### src/rtl/occamy_pkg.sv
// occamy_pkg: regbus request/response types shared by the SoC interconnect
package occamy_pkg;
  typedef struct packed {
    logic [47:0] addr;
    logic        write;
    logic [31:0] wdata;
    logic [3:0]  wstrb;
    logic        valid;
  } reg_a48_d32_req_t;
  typedef struct packed {
    logic [31:0] rdata;
    logic        error;
    logic        ready;
  } reg_a48_d32_rsp_t;
endpackage

### src/rtl/occamy_regbus_rr_pick.sv
// occamy_regbus_rr_pick: first set bit of valid at or after ptr, wrapping
module occamy_regbus_rr_pick #(
  parameter int NumReq = 4,
  localparam int IdxW = $clog2(NumReq)
) (
  input  logic [NumReq-1:0] valid,
  input  logic [IdxW-1:0]   ptr,
  output logic              found,
  output logic [IdxW-1:0]   idx
);
  logic [IdxW-1:0] j;
  // scanned farthest-first so the candidate closest to ptr is written last
  always_comb begin
    idx = '0;
    j = '0;
    for (int i = NumReq - 1; i >= 0; i--) begin
      j = IdxW'((int'(ptr) + i) % NumReq);
      if (valid[j]) idx = j;
    end
  end
  assign found = |valid;
endmodule

### src/rtl/occamy_regbus_arbiter.sv
// occamy_regbus_arbiter: round-robin share of one regbus target with timeout abort
module occamy_regbus_arbiter
  import occamy_pkg::*;
#(
  parameter int NumReq = 4,
  parameter int TimeoutCycles = 256,
  parameter type req_t = reg_a48_d32_req_t,
  parameter type rsp_t = reg_a48_d32_rsp_t,
  localparam int IdxW = $clog2(NumReq)
) (
  input  logic            clk_i,
  input  logic            rst_ni,
  input  req_t            req_i [NumReq],
  output rsp_t            rsp_o [NumReq],
  output req_t            req_o,
  input  rsp_t            rsp_i,
  output logic            busy_o,
  output logic [IdxW-1:0] gnt_idx_o,
  output logic            timeout_o
);
  localparam int CntW = TimeoutCycles > 0 ? $clog2(TimeoutCycles + 1) : 1;
  typedef enum logic {IDLE, BUSY} state_e;
  state_e            state, state_d;
  logic [IdxW-1:0]   ptr, ptr_d, gnt, gnt_d, pick_idx;
  logic [CntW-1:0]   cnt, cnt_d;
  logic [NumReq-1:0] valid;
  logic              found, done, abort;
  always_comb
    for (int k = 0; k < NumReq; k++) valid[k] = req_i[k].valid;
  occamy_regbus_rr_pick #(.NumReq(NumReq)) u_pick (
    .valid(valid),
    .ptr  (ptr),
    .found(found),
    .idx  (pick_idx)
  );
  // a target answer in the last allowed cycle beats the abort
  assign done  = state == BUSY && rsp_i.ready;
  assign abort = TimeoutCycles > 0 && state == BUSY && !rsp_i.ready &&
                 cnt == CntW'(TimeoutCycles - 1);
  always_comb begin
    state_d = state;
    ptr_d = ptr;
    gnt_d = gnt;
    cnt_d = cnt;
    if (state == IDLE) begin
      if (found) begin
        state_d = BUSY;
        gnt_d = pick_idx;
      end
    end else if (done || abort) begin
      state_d = IDLE;
      ptr_d = gnt == IdxW'(NumReq - 1) ? '0 : gnt + 1'b1;
      cnt_d = '0;
    end else begin
      cnt_d = cnt + 1'b1;
    end
  end
  always_comb begin
    req_o = '0;
    if (state == BUSY) begin
      req_o = req_i[gnt];
      if (abort) req_o.valid = 1'b0;
    end
    for (int k = 0; k < NumReq; k++) rsp_o[k] = '0;
    if (done) begin
      rsp_o[gnt] = rsp_i;
    end else if (abort) begin
      rsp_o[gnt].error = 1'b1;
      rsp_o[gnt].ready = 1'b1;
    end
  end
  always_ff @(posedge clk_i or negedge rst_ni)
    if (!rst_ni) begin
      state <= IDLE;
      ptr <= '0;
      gnt <= '0;
      cnt <= '0;
    end else begin
      state <= state_d;
      ptr <= ptr_d;
      gnt <= gnt_d;
      cnt <= cnt_d;
    end
  assign busy_o = state == BUSY;
  assign gnt_idx_o = gnt;
  assign timeout_o = abort;
endmodule

### config.mk
export PLATFORM = sky130hd
export DESIGN_NAME = occamy_regbus_arbiter
export DESIGN_NICKNAME = d
export VERILOG_FILES = /design/src/rtl/occamy_pkg.sv /design/src/rtl/occamy_regbus_rr_pick.sv /design/src/rtl/occamy_regbus_arbiter.sv
export SDC_FILE = /design/constraint.sdc
export NUM_CORES = 1
export LEC_CHECK = 0
export ABC_AREA = 1
export BUFFER_PORTS_ARGS = -buffer_cell sky130_fd_sc_hd__buf_2
export CORE_AREA = 3 3 237 239
export DETAILED_ROUTE_END_ITERATION = 16
export DIE_AREA = 0 0 240 242
export GPL_TIMING_DRIVEN = 0
export PLACE_DENSITY_LB_ADDON = 0.1
export SLEW_MARGIN = 10
export SYNTH_ARGS = -nofsm -noshare
export SYNTH_HDL_FRONTEND = slang
export SYNTH_SLANG_ARGS = --single-unit
### constraint.sdc
create_clock -name clk_i -period 2 [get_ports clk_i]
set_input_delay 0.2 -clock clk_i [delete_from_list [all_inputs] [get_ports clk_i]]
set_output_delay 0.2 -clock clk_i [all_outputs]
set_load 0.05 [all_outputs]
## Yosys cells after proc, flatten, opt, wreduce, memory -nomap -nowiden

Cells that the tools add are included.

- Bits in registers: 14
- Input port bits: 380
- Output and inout bits: 226
- Word-level logic and storage cells: 60

- Add/subtract/negate cells: 5
- Order comparisons: 6
- Equality and inequality tests: 2
- Mux-type cells: 31
- Bitwise logic cells: 3
- Reduce and logical (&&, ||, !) cells: 9

Operator list:

| operator | count |
|---|---|
| two-way mux 136 bit | 2 |
| two-way mux 86 bit | 3 |
| demux 34 bit (select 2 bit) | 3 |
| binary-select mux 86 bit (select 2 bit) | 1 |
| AND 136 bit | 1 |
| bitwise mux 136 bit | 1 |
| two-way mux 34 bit | 1 |
| less-than comparator 2 x 3 -> 1 bit, second input constant | 4 |
| two-way mux 2 bit | 6 |
| adder 9 x 1 -> 9 bit, second input constant | 1 |
| equality test 9 x 8 -> 1 bit, second input constant | 1 |
| two-way mux 1 bit | 9 |
| two-way mux 9 bit | 1 |
| binary-select mux 1 bit (select 2 bit) | 4 |
| adder 2 x 1 -> 2 bit, second input constant | 2 |
| adder 2 bit, second input constant | 2 |
| logical AND 1 bit | 4 |
| AND reduction 2 bit | 2 |
| OR reduction 4 bit | 1 |
| greater-or-equal comparator 3 bit, second input constant | 1 |
| less-than comparator 3 x 1 -> 1 bit, second input constant | 1 |
| NOT 2 -> 3 bit | 1 |
| equality test 2 bit, second input constant | 1 |
| logical NOT 1 bit | 1 |
| 2 further kinds | 2 |

## Depth between registers and ports, before layout

- Depth in word-level cells: 8
- Gate-level depth with buffers: 13
- Depth with buffers taken out: 13

## Hierarchy

From an unflattened synthesis, not the netlist that was laid out.

- Cells, all modules: 1,075
- Area total of the unflattened synthesis: 5,002.3 sq um

Modules (own cells, without submodules):

| module | instances | cells each | area an instance (sq um) | seq. area each (sq um) |
|---|---|---|---|---|
| occamy_regbus_arbiter | 1 | 1,029 | 4,813.4 | 350.3 |
| occamy_regbus_rr_pick | 1 | 46 | 188.9 | 0.0 |

## Least setup slack after synthesis

Ideal clock, no wire load.

- Path type: register to output
- From: register cnt[0]
- To: output port rsp_o[103] (netlist name)
- Arrival: 3.131 ns
- Data required time: 1.800 ns
- Setup slack: -1.331 ns
- Stages on the path, launching flop included: 12
- Path buffers: 1
- Cell sequence: dfrtp_1 ha_1 nand3_1 nor2_1 inv_1 nor3_1 ha_1 nand2_1 nor2_2 nor2_1 buf_4 nor3_1

RTL lines:

| what | RTL line | text |
|---|---|---|
| start: declaration | occamy_regbus_arbiter.sv:25 | `logic [CntW-1:0] cnt, cnt_d;` |
| start signal: assignment | occamy_regbus_arbiter.sv:82 | `cnt <= cnt_d;` |
| end: declaration | occamy_regbus_arbiter.sv:14 | `output rsp_t rsp_o [NumReq],` |

==> results by group <==
Floorplan
  • Die W: 240 µm
  • Core Footprint: between 0.05 and 0.06 mm²
  • Initial core utilization: 0.08499
  • Die area: 0.05808 mm²
  • Total I/O pin count: between 600 and 700
  • FP Rows: 85
  • Die span in y: approximately 240 µm

Timing
  • Fmax: 0.4314 GHz
  • Period utilisation layout: 1.159
  • Setup ws final: -0.3180 ns
  • Final setup viols: 56
  • Worst Max-Slew Pin Slew: between 0.3 and 0.4 ns
  • Max-slew headroom at the worst pin: 0.7421
  • RSZ-0062 raised after global routing: yes
  • Final Hold Fails: 0
  • Clock Skew: between 0.002 and 0.0025 ns
  • Max-slew violations: 0
  • Minimum clock period: 2.318 ns

Detailed routing
  • Remaining antenna violation count after routing: 0
  • Number of DRC markers in iteration 0: roughly 240
  • Drt drc: 0
  • Vias per std cell: 3.957
  • Vias: between 9000 and 10000
  • Initial DRT Pass Iterations: 4
  • WL/cell: 21.40 µm
  • Final Routed Wirelength: about 51 mm

Global route
  • Busiest grt layer: met2
  • GR Util met1: 0.1693
  • Total global routing overflow: 0
  • GR Layer Usage met2: 0.3129
  • Vias in the first global route: approximately 9700
  • Initial antenna violation count: 32
  • Gr usage total: 0.1592
  • Pin count of the biggest net entering global routing: 15
  • First-pass GRT wire length: roughly 70 mm
  • M3 GR Usage: 0.04599

Logic synthesis
  • Post-Syn Area: approximately 0.0046 mm²
  • Share of the synthesized area in the top cell type: 0.3916
  • Area contributors post-synth: nor2_1 (39%), o21ai_0 (17%), a21oi_1 (9.8%)
  • Seq/Total Area, Yosys: 0.07629
  • Post-synth top area cell: nor2_1
  • Synthesis warning total: 0
  • Seq cells post-synth: 14
  • Syn Inst Count: a little under 1000
  • Async SR Flop Fraction: 1.000
  • Syn Nets: between 1000 and 1500
  • Synthesized area per cell: about 4.7 µm²
  • Distinct cells, synth: 29
  • Post-synth top flop: dfrtp_1
  • Number of synthesized flops with an enable pin: 0

Layout
  • Most frequent cells in the layout: buf_2 (384), nor2_1 (242), nor2_4 (192)
  • Nets: roughly 2100
  • Fin cells: roughly 2400
  • Core Util, Final: 0.2697
  • Fill cell count: about 6000
  • Layout cells sized above 1: 0.7175
  • Commonest non-fill, non-tap cell in the layout: buf_2
  • Reg area: ~350 µm²
  • Synth-to-layout area growth: 217.3%
  • Multi-input gate area: a little over 0.006 mm²

Worst setup path
  • R2R depth: 13
  • Crit path max-delay family: simple AND/OR/NAND/NOR gates
  • Worst Path Max Fanout: 4
  • Critical path launch point type: flop
  • Critical path required time: around 1.8 ns
  • RR Endpoint: ptr[0]$_DFFE_PN0P_
  • Setup CP Type: flop to output port
  • CP cell instances: ha_4 -> nand3_4 -> nor2_4 -> inv_2 -> nor3_2 -> ha_2 -> nand2_2 -> nor2_4 -> buf_6 -> buf_12 -> nor2_4 -> nor3_4 -> buf_6
  • WP buf/inv: 4
  • Reg2Reg Launch Point: cnt[0]$_DFFE_PN0P_
  • CP dominant cell by count: nor2_4
  • Delay of the slowest critical-path stage: 0.39 ns
  • Worst Path Arrival: about 2.1 ns
  • Flop2flop setup slack: about 0.060 ns
  • CP max stage cell: dfrtp_1
  • Crit end category: output port

CTS
  • Root buffer cell: clkbuf_16
  • Clk buf depth: 2
  • CTS Buf Count: 3
  • H-tree depth: 1
  • # clock sinks: 14
  • Clock slew at reported path FFs: ~0.050 ns
  • Worst-Skew Late Latency: 0.24 ns
  • CTS tree: built

Min path
  • HP Class: input port to asynchronous set/reset pin

Power and ir drop
  • PD cells: 1732 mW/mm²
  • Clk pwr share: 0.015
  • Static leakage: approximately 6.1 nW
  • Power Internal: between 9 and 10 mW
  • Comb pwr share: 0.966
  • Switching share of power: 0.6064
  • Peak VDD IR: 899.4 µV
  • Tot Pwr: 25.24 mW
  • Reg power frac: 0.019
  • Psw: approximately 15 mW

Placed design
  • Placed Cells: about 2300
  • DP HPWL: ~40 mm
  • # port buffers: around 600
  • Routability cong.: about 0.88

Status
  • Status: finished with violations
  • Failing checks: setup timing

Job
  • # Max-Cap Violations: 0
metal layers:
metal,part of all wire,up-vias
met2,0.55,391
met4,0.015,38
met3,0.075,58
met5,0.0047,-
li1,-,4573
met1,0.36,4330
layout make-up:
class,instances,area share
flip-flops and latches,14,0.02430
inverters,25,0.01125
well taps,696,0.05976
repair inverters,3,0.002662
multi-input cells,854,0.4268
clock buffers,4,0.005410
repair buffers,687,0.3900
diodes,10,0.001717
plain buffers,80,0.07805
flip-flops by register name, indices dropped and copies added (netlist names):
register   cells
cnt            9
ptr            2
busy_o         1
gnt_idx_o      2
synth_stat cells (all sizes together), types with 2 or more instances:
cell / count
a21oi: 90
buf: 43
nor2: 480
nand3: 14
clkinv: 4
nand2: 67
clkbuf: 41
dfrtp: 14
inv: 21
a31oi: 2
ha: 6
o21ai: 178
nor3: 10
repair_timing:
item,4_1_cts,5_1_grt
setup buffers,43,16
hold buffers,1,0
cloned,11,17
endpoints found under the hold margin,14,0
resized for setup,596,513
endpoints found under the setup margin,235,229
pin swaps,35,181
metrics by stage:
| step | hold slack, ns | instance area [µm²] | setup TNS [ns] | setup WS, ns |
|---|---|---|---|---|
| after floorplan | -0.09559 | 6091 | -4.559 | -0.4948 |
| after global placement | 0.1329 | 9990 | -82.83 | -0.7163 |
| after detailed placement | 0.1362 | 9990 | -84.90 | -0.7354 |
| after CTS | 0.4545 | 12640 | -10.06 | -0.3609 |
| after global routing | 0.4659 | 14550 | -13.23 | -0.4330 |
| final | 0.4236 | 14570 | -3.508 | -0.3180 |
worst reg2reg max path, cell delays in order (launching register included):
cell	delay, ns
dfrtp_1	0.40
ha_4	0.19
nand3_4	0.09
nor2_4	0.04
inv_2	0.06
nor3_2	0.04
ha_2	0.17
nand2_2	0.08
nor2_4	0.04
nor2_4	0.16
buf_4	0.19
clkinvlp_4	0.17
nand3_1	0.10
o21ai_0	0.07
power groups by stage:
stage	sequential, mW	clock, mW	combinational, mW
detailed placement	0.518	0	17.3
finish	0.486	0.383	24.4
global placement	0.523	0	17.4
global route	0.502	0.406	25.7
CTS	0.478	0.397	21.5
floorplan	0.558	0	12.3
cells by family after synthesis:
| kind of cell | synth area share |
|---|---|
| AOI/OAI and AO/OA | 0.2986 |
| buffers and inverters | 0.1223 |
| and+or+nand+nor | 0.4845 |
| adders and majority gates | 0.01635 |
| DFF | 0.07630 |
| xor gates and xnor gates | 0.001908 |
how the worst max path moves through the flow:
stage,slack (ns),start,endpoint,cells past startpoint
4_1_cts,-0.36,cnt[0]$_DFFE_PN0P_,rsp_o[1],12
2_1_floorplan,-0.49,cnt[0]$_DFFE_PN0P_,rsp_o[103],11
6_report,-0.32,cnt[0]$_DFFE_PN0P_,rsp_o[35],13
3_5_place_dp,-0.74,gnt_idx_o[1]$_DFFE_PN0P_,rsp_o[120],8
3_3_place_gp,-0.72,gnt_idx_o[1]$_DFFE_PN0P_,rsp_o[120],8
5_1_grt,-0.43,cnt[0]$_DFFE_PN0P_,rsp_o[1],13
Power figures use the tool's default switching activity.
